`src/rtl/pwm_deadtime_gen.sv`:
```
`default_nettype none
`timescale 1ns/1ps
// ============================================================================
// Module   : pwm_deadtime_gen
// Purpose  : Complementary gate-pair generator for one inverter leg. Compares
//            a shadow-buffered duty level against an external 8-bit triangle
//            carrier, then inserts a programmable both-off interval between
//            the high-side and low-side switches.
// Ports    : clk      - system clock
//            rst_n    - asynchronous active-low reset
//            en       - leg enable; low forces both switches off
//            carrier  - triangle carrier, 0..2^CW-1
//            duty     - compare level, captured only on update events
//            deadtime - both-off interval in clk cycles, captured on updates
//            pwm_hi   - high-side gate command (registered)
//            pwm_lo   - low-side gate command (registered)
//            update   - one-cycle pulse when the shadow registers load
// Options  : PWM_DOUBLE_UPDATE_EN - also load shadows at the carrier peak
// Revision : 1.0 - initial release
// ============================================================================
module pwm_deadtime_gen #(
  parameter int CW  = 8,
  parameter int DTW = 8
) (
  input  logic           clk,
  input  logic           rst_n,
  input  logic           en,
  input  logic [CW-1:0]  carrier,
  input  logic [CW-1:0]  duty,
  input  logic [DTW-1:0] deadtime,
  output logic           pwm_hi,
  output logic           pwm_lo,
  output logic           update
);

  localparam logic [2:0] S_OFF   = 3'd0;
  localparam logic [2:0] S_LO    = 3'd1;
  localparam logic [2:0] S_DT_HI = 3'd2;
  localparam logic [2:0] S_HI    = 3'd3;
  localparam logic [2:0] S_DT_LO = 3'd4;

  localparam logic [CW-1:0]  CARRIER_MAX = '1;
  localparam logic [DTW-1:0] DT_ONE      = DTW'(1);

  logic [CW-1:0]  carrier_q;
  logic [CW-1:0]  duty_sh_q;
  logic [DTW-1:0] dt_sh_q;
  logic [2:0]     state_q, state_d;
  logic [DTW-1:0] dt_cnt_q, dt_cnt_d;
  logic           pwm_hi_q, pwm_lo_q, update_q;

  logic valley_evt;
  logic upd_evt;
  logic cmp_ref;

  // Edge-detected against the previous carrier sample so a carrier that
  // dwells at the valley produces a single event.
  assign valley_evt = (carrier == '0) && (carrier_q != '0);

`ifdef PWM_DOUBLE_UPDATE_EN
  logic peak_evt;
  assign peak_evt = (carrier == CARRIER_MAX) && (carrier_q != CARRIER_MAX);
  assign upd_evt  = valley_evt | peak_evt;
`else
  assign upd_evt  = valley_evt;
`endif

  assign cmp_ref = (carrier < duty_sh_q);

  // Shadow registers and carrier history
  always_ff @(posedge clk or negedge rst_n) begin
    if (!rst_n) begin
      carrier_q <= '0;
      duty_sh_q <= '0;
      dt_sh_q   <= '0;
      update_q  <= 1'b0;
    end else begin
      carrier_q <= carrier;
      update_q  <= upd_evt;
      if (upd_evt) begin
        duty_sh_q <= duty;
        dt_sh_q   <= deadtime;
      end
    end
  end

  // Gate sequencing. Dead-time states abort straight back to the previous
  // conducting side when the reference reverts before the interval ends;
  // that side never switched off from the gate's point of view of the
  // opposite device, so no extra both-off time is needed.
  always_comb begin
    state_d  = state_q;
    dt_cnt_d = dt_cnt_q;
    if (!en) begin
      state_d = S_OFF;
    end else begin
      case (state_q)
        S_OFF: begin
          state_d  = cmp_ref ? S_DT_HI : S_DT_LO;
          dt_cnt_d = dt_sh_q;
        end
        S_LO: begin
          if (cmp_ref) begin
            state_d  = S_DT_HI;
            dt_cnt_d = dt_sh_q;
          end
        end
        S_HI: begin
          if (!cmp_ref) begin
            state_d  = S_DT_LO;
            dt_cnt_d = dt_sh_q;
          end
        end
        S_DT_HI: begin
          if (!cmp_ref) begin
            state_d = S_LO;
          end else if (dt_cnt_q <= DT_ONE) begin
            state_d = S_HI;
          end else begin
            dt_cnt_d = dt_cnt_q - DT_ONE;
          end
        end
        S_DT_LO: begin
          if (cmp_ref) begin
            state_d = S_HI;
          end else if (dt_cnt_q <= DT_ONE) begin
            state_d = S_LO;
          end else begin
            dt_cnt_d = dt_cnt_q - DT_ONE;
          end
        end
        default: begin
          state_d = S_OFF;
        end
      endcase
    end
  end

  // Outputs decode the next state so they line up with the registered state.
  always_ff @(posedge clk or negedge rst_n) begin
    if (!rst_n) begin
      state_q  <= S_OFF;
      dt_cnt_q <= '0;
      pwm_hi_q <= 1'b0;
      pwm_lo_q <= 1'b0;
    end else begin
      state_q  <= state_d;
      dt_cnt_q <= dt_cnt_d;
      pwm_hi_q <= (state_d == S_HI);
      pwm_lo_q <= (state_d == S_LO);
    end
  end

  assign pwm_hi = pwm_hi_q;
  assign pwm_lo = pwm_lo_q;
  assign update = update_q;

endmodule
`default_nettype wire
```
`config.mk`:
```
export PLATFORM = sky130hd
export DESIGN_NAME = pwm_deadtime_gen
export DESIGN_NICKNAME = d
export VERILOG_FILES = /design/src/rtl/pwm_deadtime_gen.sv
export SDC_FILE = /design/constraint.sdc
export NUM_CORES = 1
export LEC_CHECK = 0
export CAP_MARGIN = 20
export CORE_MARGIN = 1.5
export CORE_UTILIZATION = 48
export DETAILED_ROUTE_END_ITERATION = 12
export GPL_TIMING_DRIVEN = 0
export MAX_ROUTING_LAYER = met4
export PLACE_DENSITY = 0.75
export SYNTH_ARGS = -nofsm -noshare
export SYNTH_HDL_FRONTEND = slang
export SYNTH_SLANG_ARGS = --single-unit
```
`constraint.sdc`:
```
create_clock -name clk -period 2.4 [get_ports clk]
set_clock_uncertainty 0.05 [all_clocks]
set_input_delay 0.48 -clock clk [delete_from_list [all_inputs] [get_ports clk]]
set_output_delay 0.48 -clock clk [all_outputs]
set_load 0.01 [all_outputs]
```
# [Word level (Yosys, flattened, before mapping)]
# Cells that the tools add are included.
[totals] reg_bits=38 in_bits=27 out_inout_bits=3
[classes] add_sub_neg=1 n_lt_le_gt_ge=2 eq_ne=10 mux=15 n_reduce_logical=6
[op_table] operator="$mux 8" count=5
[op_table] operator="$pmux 8 s5" count=1
[op_table] operator="$mux 3" count=8
[op_table] operator="$pmux 3 s5" count=1
[op_table] operator="$eq 3x2->1 const B" count=3
[op_table] operator="$le 8x1->1 const B" count=1
[op_table] operator="$logic_not 8->1" count=1
[op_table] operator="$lt 8x8->1" count=1
[op_table] operator="$ne 2x2->1 const B" count=4
[op_table] operator="$reduce_bool 8->1" count=1
[op_table] operator="$sub 8x1->8 const B" count=1
[op_table] operator="$eq 3x1->1 const B" count=2
[op_table] operator="$reduce_and 6->1" count=1
[op_table] operator="$reduce_bool 5->1" count=1
[op_table] operator="$eq 3x3->1 const B" count=1
[op_table] operator="$logic_not 3->1" count=1
[op_table] operator="$logic_and 1x1->1" count=1

# [Logic depth before layout (Yosys ltp)]
# Gate-level depths: netlist of run 1.
[logic_depth] ltp_word=6 mapped_depth=10 depth_no_buf=9

# [Worst setup path before layout of run 1]
# OpenSTA, ideal clock, no wires.
[synth_timing] path_type="input to register" from="input carrier[7]" to="register dt_cnt_q[4]" setup_time_ps=119 arrival_time_ps=2473 slack_ps=-242 path_stages=8 n_path_buf=1 path_cell_list="ha_1 > nand4_1 > o31ai_1 > mux2_2 > or2_2 > and2_1 > buf_6 > o21a_1"
[synth_via] elab_chain_len=3
[synth_rtl] element="start, declared" line="28" text="input logic [CW-1:0] carrier,"
[synth_rtl] element="$lt 8x8->1 *" line="68" text="assign cmp_ref = (carrier < duty_sh_q);"
[synth_rtl] element="$ne 2x2->1 (no line)"
[synth_rtl] element="$reduce_and 6->1 (no line) *"
[synth_rtl] element="end signal, assigned" line="148" text="dt_cnt_q <= dt_cnt_d;"
[synth_rtl] element="end, declared" line="49" text="logic [DTW-1:0] dt_cnt_q, dt_cnt_d;"
# Every way passes the cells marked *; elsewhere a longest branch is shown, timed or not.
# A chain may end at the register's enable or synchronous reset.

# [Worst setup path in the final report of run 1]
[layout_timing] from="register dt_cnt_q[3]" to="register dt_cnt_q[7]"
[layout_via] elab_chain_len=4
[layout_rtl] element="$sub 8x1->8 / $le 8x1->1 (equally long branches)"
[layout_rtl] element="$mux 8 *" line="117, 126"
[layout_rtl] element="$mux 8, on equally long branches" line="124, 115"
[layout_rtl] element="$pmux 8 s5 *" line="97" text="case (state_q)"
# Every way passes the cells marked *; elsewhere a longest branch is shown, timed or not. The select of a mux whose other input is x is not followed.

==> results of run 1 <==
-- per-layer routing --
layer  GRT usage [%]  up-vias
met3            3.89        9
met4            8.16        0
met5               -        -
li1                -      773
met2            39.3       42
met1            28.0      780
-- worst reg2reg max path, delay by kind of cell, from the launching register on --
kind	cells	cell delay (ns)
AND/OR/NAND/NOR	3	0.83
AO/OA/AOI/OAI	4	0.81
flip-flops	1	0.44
buffers and inverters	1	0.17
-- stage by stage --
step           TNS (ns)  total power [W]  util (%)  hold WS, ns  cells
2_1_floorplan         0          0.00128         -        0.134    188
3_5_place_dp     -10.67          0.00146      61.9        0.448    265
4_1_cts               0          0.00219      68.3        0.255    282
5_1_grt          -0.511          0.00238      70.0        0.300    284
6_report        -0.0153          0.00225      70.0        0.230    284
3_3_place_gp      -9.98          0.00144      62.0        0.447    265
-- what timing repair did --
| action | CTS | global route |
|---|---|---|
| setup endpoints to repair | 17 | 14 |
| buffers inserted | 9 | 2 |
| endpoints found under the hold margin | 0 | 0 |
| pin swaps | 11 | 5 |
| gates resized for setup | 20 | 16 |
-- flip-flops by register name, summed over array words and instances, names as in the netlist --
register / count
state_q: 3
dt_cnt_q: 8
dt_sh_q: 8
pwm_hi: 1
duty_sh_q: 8
pwm_lo: 1
update: 1
carrier_q: 8
-- area by class of cell --
type                    count  area (sq um)  share of cell area [%]
inverters                  11          41.3                    1.56
multi-input cells         132          1050                    39.7
repair buffers             40           363                    13.7
clock inverters             3          68.8                    2.61
well taps                  48          60.1                    2.27
plain buffers               7          38.8                    1.47
flip-flops and latches     38           951                    36.0
clock buffers               5          68.8                    2.61
-- report_power, final --
group	total [W]	internal, W	leakage (nW)	switching [W]
clock	0.000659	0.000417	0.0683	0.000242
sequential	0.000841	0.000743	0.463	0.0000977
combinational	0.000752	0.000366	0.587	0.000386
-- how the worst max path moves through the flow --
stage	slack (ns)	start	endpoint
after floorplan	0.006	carrier[1]	dt_cnt_q[4]$_DFFE_PN0P_
after global placement	-0.69	carrier[1]	dt_cnt_q[4]$_DFFE_PN0P_
after detailed placement	-0.76	carrier[1]	dt_cnt_q[6]$_DFFE_PN0P_
after CTS	0.005	carrier[5]	dt_cnt_q[7]$_DFFE_PN0P_
after global routing	-0.12	dt_cnt_q[4]$_DFFE_PN0P_	dt_cnt_q[5]$_DFFE_PN0P_
final	-0.02	dt_cnt_q[3]$_DFFE_PN0P_	dt_cnt_q[7]$_DFFE_PN0P_
-- cells in the final DEF, fill, tap and decap left out, drive strengths merged, types with 3 or more instances in the layout --
cell type	count
a21oi	12
a31oi	4
buf	14
clkbuf	11
clkdlybuf4s15	3
clkdlybuf4s50	20
dfrtp	38
dlygate4sd2	4
ha	9
inv	11
mux2	10
nand2	16
nand2b	3
nor2	20
nor3	5
nor4	6
o21a	4
o21ai	10
o22ai	3
o32a	4
or3	3
-- kinds of logic (layout without fill, tap and decap cells) --
family / count (synthesis) / after routing
buf+inv: 18 / 66
xor+xnor: 1 / 1
flops: 38 / 38
compound gates: 44 / 44
simple gates: 66 / 66
fa+ha+maj: 9 / 9
mux: 12 / 12
-- synthesized netlist by cell type (all sizes together) (2+ instances only) --
cell | count | area, sq um
a211oi | 2 | 27.5
o32a | 4 | 40.0
mux2i | 2 | 20.0
buf | 2 | 18.8
nor4 | 6 | 52.6
mux2 | 10 | 113
or3 | 3 | 20.0
o21ai | 10 | 50.1
o21a | 4 | 31.3
nand2b | 3 | 18.8
nor2 | 20 | 75.1
nor3 | 5 | 25.0
ha | 9 | 113
nand3 | 2 | 10.0
a21oi | 12 | 60.1
clkbuf | 5 | 18.8
nand2 | 16 | 60.1
o22ai | 3 | 18.8
or4 | 2 | 20.0
a31oi | 4 | 25.0
inv | 11 | 41.3
dfrtp | 38 | 951
==> key figures, run 1 <==
Detailed routing
  – Wire length on met2: 2420 um
  – Met3 routed wirelength: 165 um
  – Starting DRT DRC Count: 126
  – First-pass detailed-route iteration total: 5
  – DRC errors left: 0
  – Antenna Violating Nets Remaining: 0
  – Met1 wire length: 1900 um
  – Routed WL: 4570 um
  – Post-DR wirelength/cell: 16.1 um
  – Highest routed metal layer: met4
  – Routed vias: 1604
  – Via density: 5.65

Power and ir drop
  – Power Density: 853 nW/um^2
  – Cell leakage power: 1.12 nW
  – Worst VDD drop: 0.626 mV

Synth
  – Async SR Flop Fraction: 100%
  – Synth unique cells: 43
  – Sequential share of the synthesized area: 49.0%
  – EDFF count, synth: 0
  – Largest family of logic cells by synthesized area: simple AND/OR/NAND/NOR gates
  – Mean Syn Cell Area: 10.3 sq um
  – Synthesized flop and latch total: 38
  – Synth Area in Simple Gates: 18.3%
  – Synth Net Count: 224
  – Compound-Gate Fraction of Synth Area: 15.5%
  – Synth Warn #: 0
  – Mapped Cells: 188
  – Post-synth top flop: dfrtp_1
  – Adder-cell share of the synthesized area: 5.81%
  – Multiplexer area fraction after synthesis: 6.84%
  – Post-Synthesis Cell Area: 1940 sq um
  – XOR/XNOR Fraction of Synth Area: 0.452%

Clocking
  – TritonCTS Buffers: 5
  – Clock Latency Late Sink: 0.30 ns
  – CTS tree: built
  – Clk buf depth: 2
  – Clock sink total: 38
  – CTS H-Tree Depth: 2
  – Root Buffer: clkbuf_8
  – Hold-fix buffers, CTS: 0
  – Reg clk slew, reported paths: 0.08 ns

Die
  – Die X: 66.6 um
  – Cell Rows: 22
  – Io pins: 30
  – Core footprint: 3770 sq um
  – Die extent in y: 66.6 um
  – Initial core utilization: 51.4%
  – Full die area: 4430 sq um

Timing
  – Setup-failing EPs final: 1
  – Fin crit period: 2.42 ns
  – RSZ-0062 raised after global routing: true
  – Max Clock Freq: 414 MHz
  – Slew Viols, Final: 0
  – Final period util: 101%
  – Worst-Margin Slew: 0.840 ns
  – Max-slew headroom: 44.0%
  – Worst setup margin: -0.0153 ns
  – Hold Fails Final Rpt: 0

Global route
  – Initial antenna violation count: 0
  – Gr usage total: 23.1%
  – GRT overflow: 0
  – Vias in the first global route: 1629
  – Global-route wire length before repair: 7420 um
  – Largest net degree at the start of global routing: 39

Placement
  – DP Area: 2330 sq um
  – Number of port buffers: 29
  – Dpl hpwl: 2950 um
  – Routability Congestion: 0.868
  – Worst slack at placement: -0.756 ns

Setup path
  – Crit end category: flip-flop
  – Worst path depth: 8
  – Crit-path cells: or4_4 -> nor4_4 -> o21a_2 -> nor2_2 -> a211oi_4 -> buf_4 -> a21oi_1 -> o32a_1
  – Delay-heaviest family, CP: simple AND/OR/NAND/NOR gates
  – CP Data Required Time: 2.52 ns
  – RR Endpoint: dt_cnt_q[7]$_DFFE_PN0P_
  – R2R cell count: 8
  – CP max-delay cell: or4_4
  – Buf/Inv on CP: 1
  – Reg2Reg Setup Slack: -0.02 ns
  – WP data arrival: 2.54 ns
  – Crit-path max FO: 6
  – CP Class: reg -> reg
  – Slowest Stage Delay on Critical Path: 0.53 ns
  – RR Startpoint: dt_cnt_q[3]$_DFFE_PN0P_
  – Critical path launch point type: flip-flop

Finish
  – Syn-to-layout area delta: 36.1%
  – Filler cell count: 276
  – Final instance area: 2640 sq um
  – Final net count: 271
  – Ant diodes: 0
  – Ratio of cells with drive above 1 in the final layout: 26.3%

Run status
  – Violations in the final reports: negative setup slack
  – Outcome: finished, violations left

Hold path
  – Hold Path Class: in -> async

Run
  – Max-Cap Viols: 0
No activity file was read; power rests on OpenSTA's default activity.
==> inputs of run 2 (changes only) <==
- CORE_ASPECT_RATIO: not set -> 1.75
- CORE_UTILIZATION: 48 -> 57
- PLACE_DENSITY: 0.75 -> 0.84
- SLEW_MARGIN: not set -> 20
- clock period: 2.4 -> 3.13 ns (I/O delays scaled with it)
==> run 2 against run 1 <==
  * Largest cell class is now registers
  * Critical path depth rose by 1
  * The run now ends clean
  * Cell count fell by 5.3%
  * Hold slack worse by 0.060 ns
==> key figures, run 2 (same netlist as run 1, synthesis figures left out) <==
Setup path
  – R2R cell count: 8
  – Crit end category: flip-flop
  – WP data arrival: 3.15 ns
  – Setup crit start: carrier[1]
  – Crit-path max FO: 8
  – CP Class: in -> reg
  – Critical path launch point type: input pin
  – CP Data Required Time: 3.26 ns
  – RR Startpoint: dt_cnt_q[4]$_DFFE_PN0P_

Timing
  – Worst-Margin Slew: 0.696 ns
  – Setup-failing EPs final: 0
  – Slew Viols, Final: 0
  – Hold Fails Final Rpt: 0
  – Final period util: 96.6%
  – Setup TNS: 0 ns
  – Max-slew headroom: 53.4%
  – Max Clock Freq: 331 MHz
  – Fin crit period: 3.02 ns

Finish
  – Most frequent cells in the layout: 38 x dfrtp_1, 28 x clkdlybuf4s50_1, 20 x nor2_1, 16 x nand2_1, 12 x a21oi_1
  – Syn-to-layout area delta: 24.2%
  – Area taken by flip-flops and latches: 951 sq um
  – Fin util: 75.0%
  – Final instance area: 2410 sq um
  – Filler cell count: 226
  – Most common cell after layout, fill and taps aside: dfrtp_1
  – Ant diodes: 0
  – Non-filler instance count after layout: 269
  – Multi-input logic area: 936 sq um
  – Ratio of cells with drive above 1 in the final layout: 13.7%
  – Final net count: 262

Placement
  – Routability Congestion: 0.863
  – Number of port buffers: 29
  – Dpl hpwl: 3250 um
  – Cell Count Post-Placement: 261
  – DP Area: 2300 sq um

Run
  – Max-Cap Viols: 0

Run status
  – Outcome: complete, no violations

Detailed routing
  – Post-DR wirelength/cell: 16.5 um
  – Met3 routed wirelength: 114 um
  – Via density: 5.95
  – First-pass detailed-route iteration total: 4
  – Met1 wire length: 1700 um
  – Routed vias: 1601
  – Wire length on met2: 2530 um
  – DRC errors left: 0
  – Highest routed metal layer: met4
  – Routed WL: 4440 um
  – Antenna Violating Nets Remaining: 0
  – Starting DRT DRC Count: 30

Clocking
  – CTS H-Tree Depth: 2
  – CTS tree: built
  – Reg clk slew, reported paths: 0.07 ns
  – Root Buffer: clkbuf_8
  – Clk buf depth: 2
  – TritonCTS Buffers: 5
  – Clock sink total: 38
  – Clock Latency Late Sink: 0.29 ns

Hold path
  – Hold Path Class: in -> async

Global route
  – Global-route wire length before repair: 7060 um
  – Initial antenna violation count: 0
  – Vias in the first global route: 1569
  – Gr usage total: 26.9%
  – Largest net degree at the start of global routing: 29
  – GRT overflow: 0

Power and ir drop
  – Cell leakage power: 1.02 nW
  – Worst VDD drop: 0.456 mV
  – Power Density: 601 nW/um^2

Die
  – Cell Rows: 27
  – Die X: 47.1 um
  – Full die area: 3780 sq um
  – Core footprint: 3210 sq um
  – Die extent in y: 80.2 um
  – Initial core utilization: 60.4%
  – Io pins: 30
run 2: cell count changes in the layout (fill, tap and decap cells not counted), moves of 3 or more:
| cell | before | now |
|---|---|---|
| buf_4 | 11 | 2 |
| ha_4 | 4 | 0 |
| ha_1 | 3 | 9 |
| clkbuf_1 | 4 | 7 |
| dlygate4sd2_1 | 4 | 0 |
| clkdlybuf4s50_1 | 20 | 28 |
| nor2_1 | 17 | 20 |
run 2: stage by stage:
stage	total power, W	hold slack [ns]	setup WS, ns
floorplan	0.000964	0.280	0.342
global placement	0.00109	0.446	-0.379
detailed placement	0.00112	0.448	-0.444
CTS	0.00143	0.164	0.0186
global route	0.00153	0.180	-0.00694
finish	0.00145	0.170	0.107
run 2: path summary, 6_finish.rpt:
path	slack, ns	end
max reg2reg	0.44	dt_cnt_q[7]$_DFFE_PN0P_
min	0.17	pwm_lo$_DFF_PN0_
min in group clk	0.46	dt_sh_q[1]$_DFFE_PN0P_
max in group asynchronous	2.42	duty_sh_q[3]$_DFFE_PN0P_
max	0.11	dt_cnt_q[4]$_DFFE_PN0P_
min reg2reg	0.46	dt_sh_q[1]$_DFFE_PN0P_
run 2: worst max-delay path, cell delays in order:
cell and delay (ns):
clkdlybuf4s50_1 0.46, ha_1 0.35, a2111oi_4 0.43, o31ai_4 0.13, mux2_2 0.31, or2_2 0.36, and2_1 0.16, buf_6 0.13
o21a_1 0.18
run 2: power by group:
part / total, W / leakage (nW) / switching, W / internal [W]
clock network: 0.000308 / 0.0383 / 0.000155 / 0.000153
registers: 0.000660 / 0.463 / 0.0000896 / 0.000570
logic: 0.000480 / 0.522 / 0.000263 / 0.000217
run 2: cell type report:
type | count | share of cell area [%]
sequential | 38 | 39.5
multi-input combinational | 132 | 38.9
timing repair buffer | 31 | 13.0
clock buffer | 7 | 3.17
tap | 43 | 2.23
inverter | 11 | 1.71
buffer | 7 | 1.56
run 2: timing repair:
item | CTS | global route
pin swaps | 0 | 1
gates resized for setup | 1 | 2
cloned | 0 | 0
hold buffers | 0 | 0
setup endpoints to repair | 8 | 7
setup buffers | 0 | 1
run 2: routing by layer:
layer / up-vias / GRT usage [%]
met1: 797 / 28.4
met3: 10 / 4.49
met5: - / -
li1: 752 / -
met2: 42 / 47.3
met4: 0 / 10.3
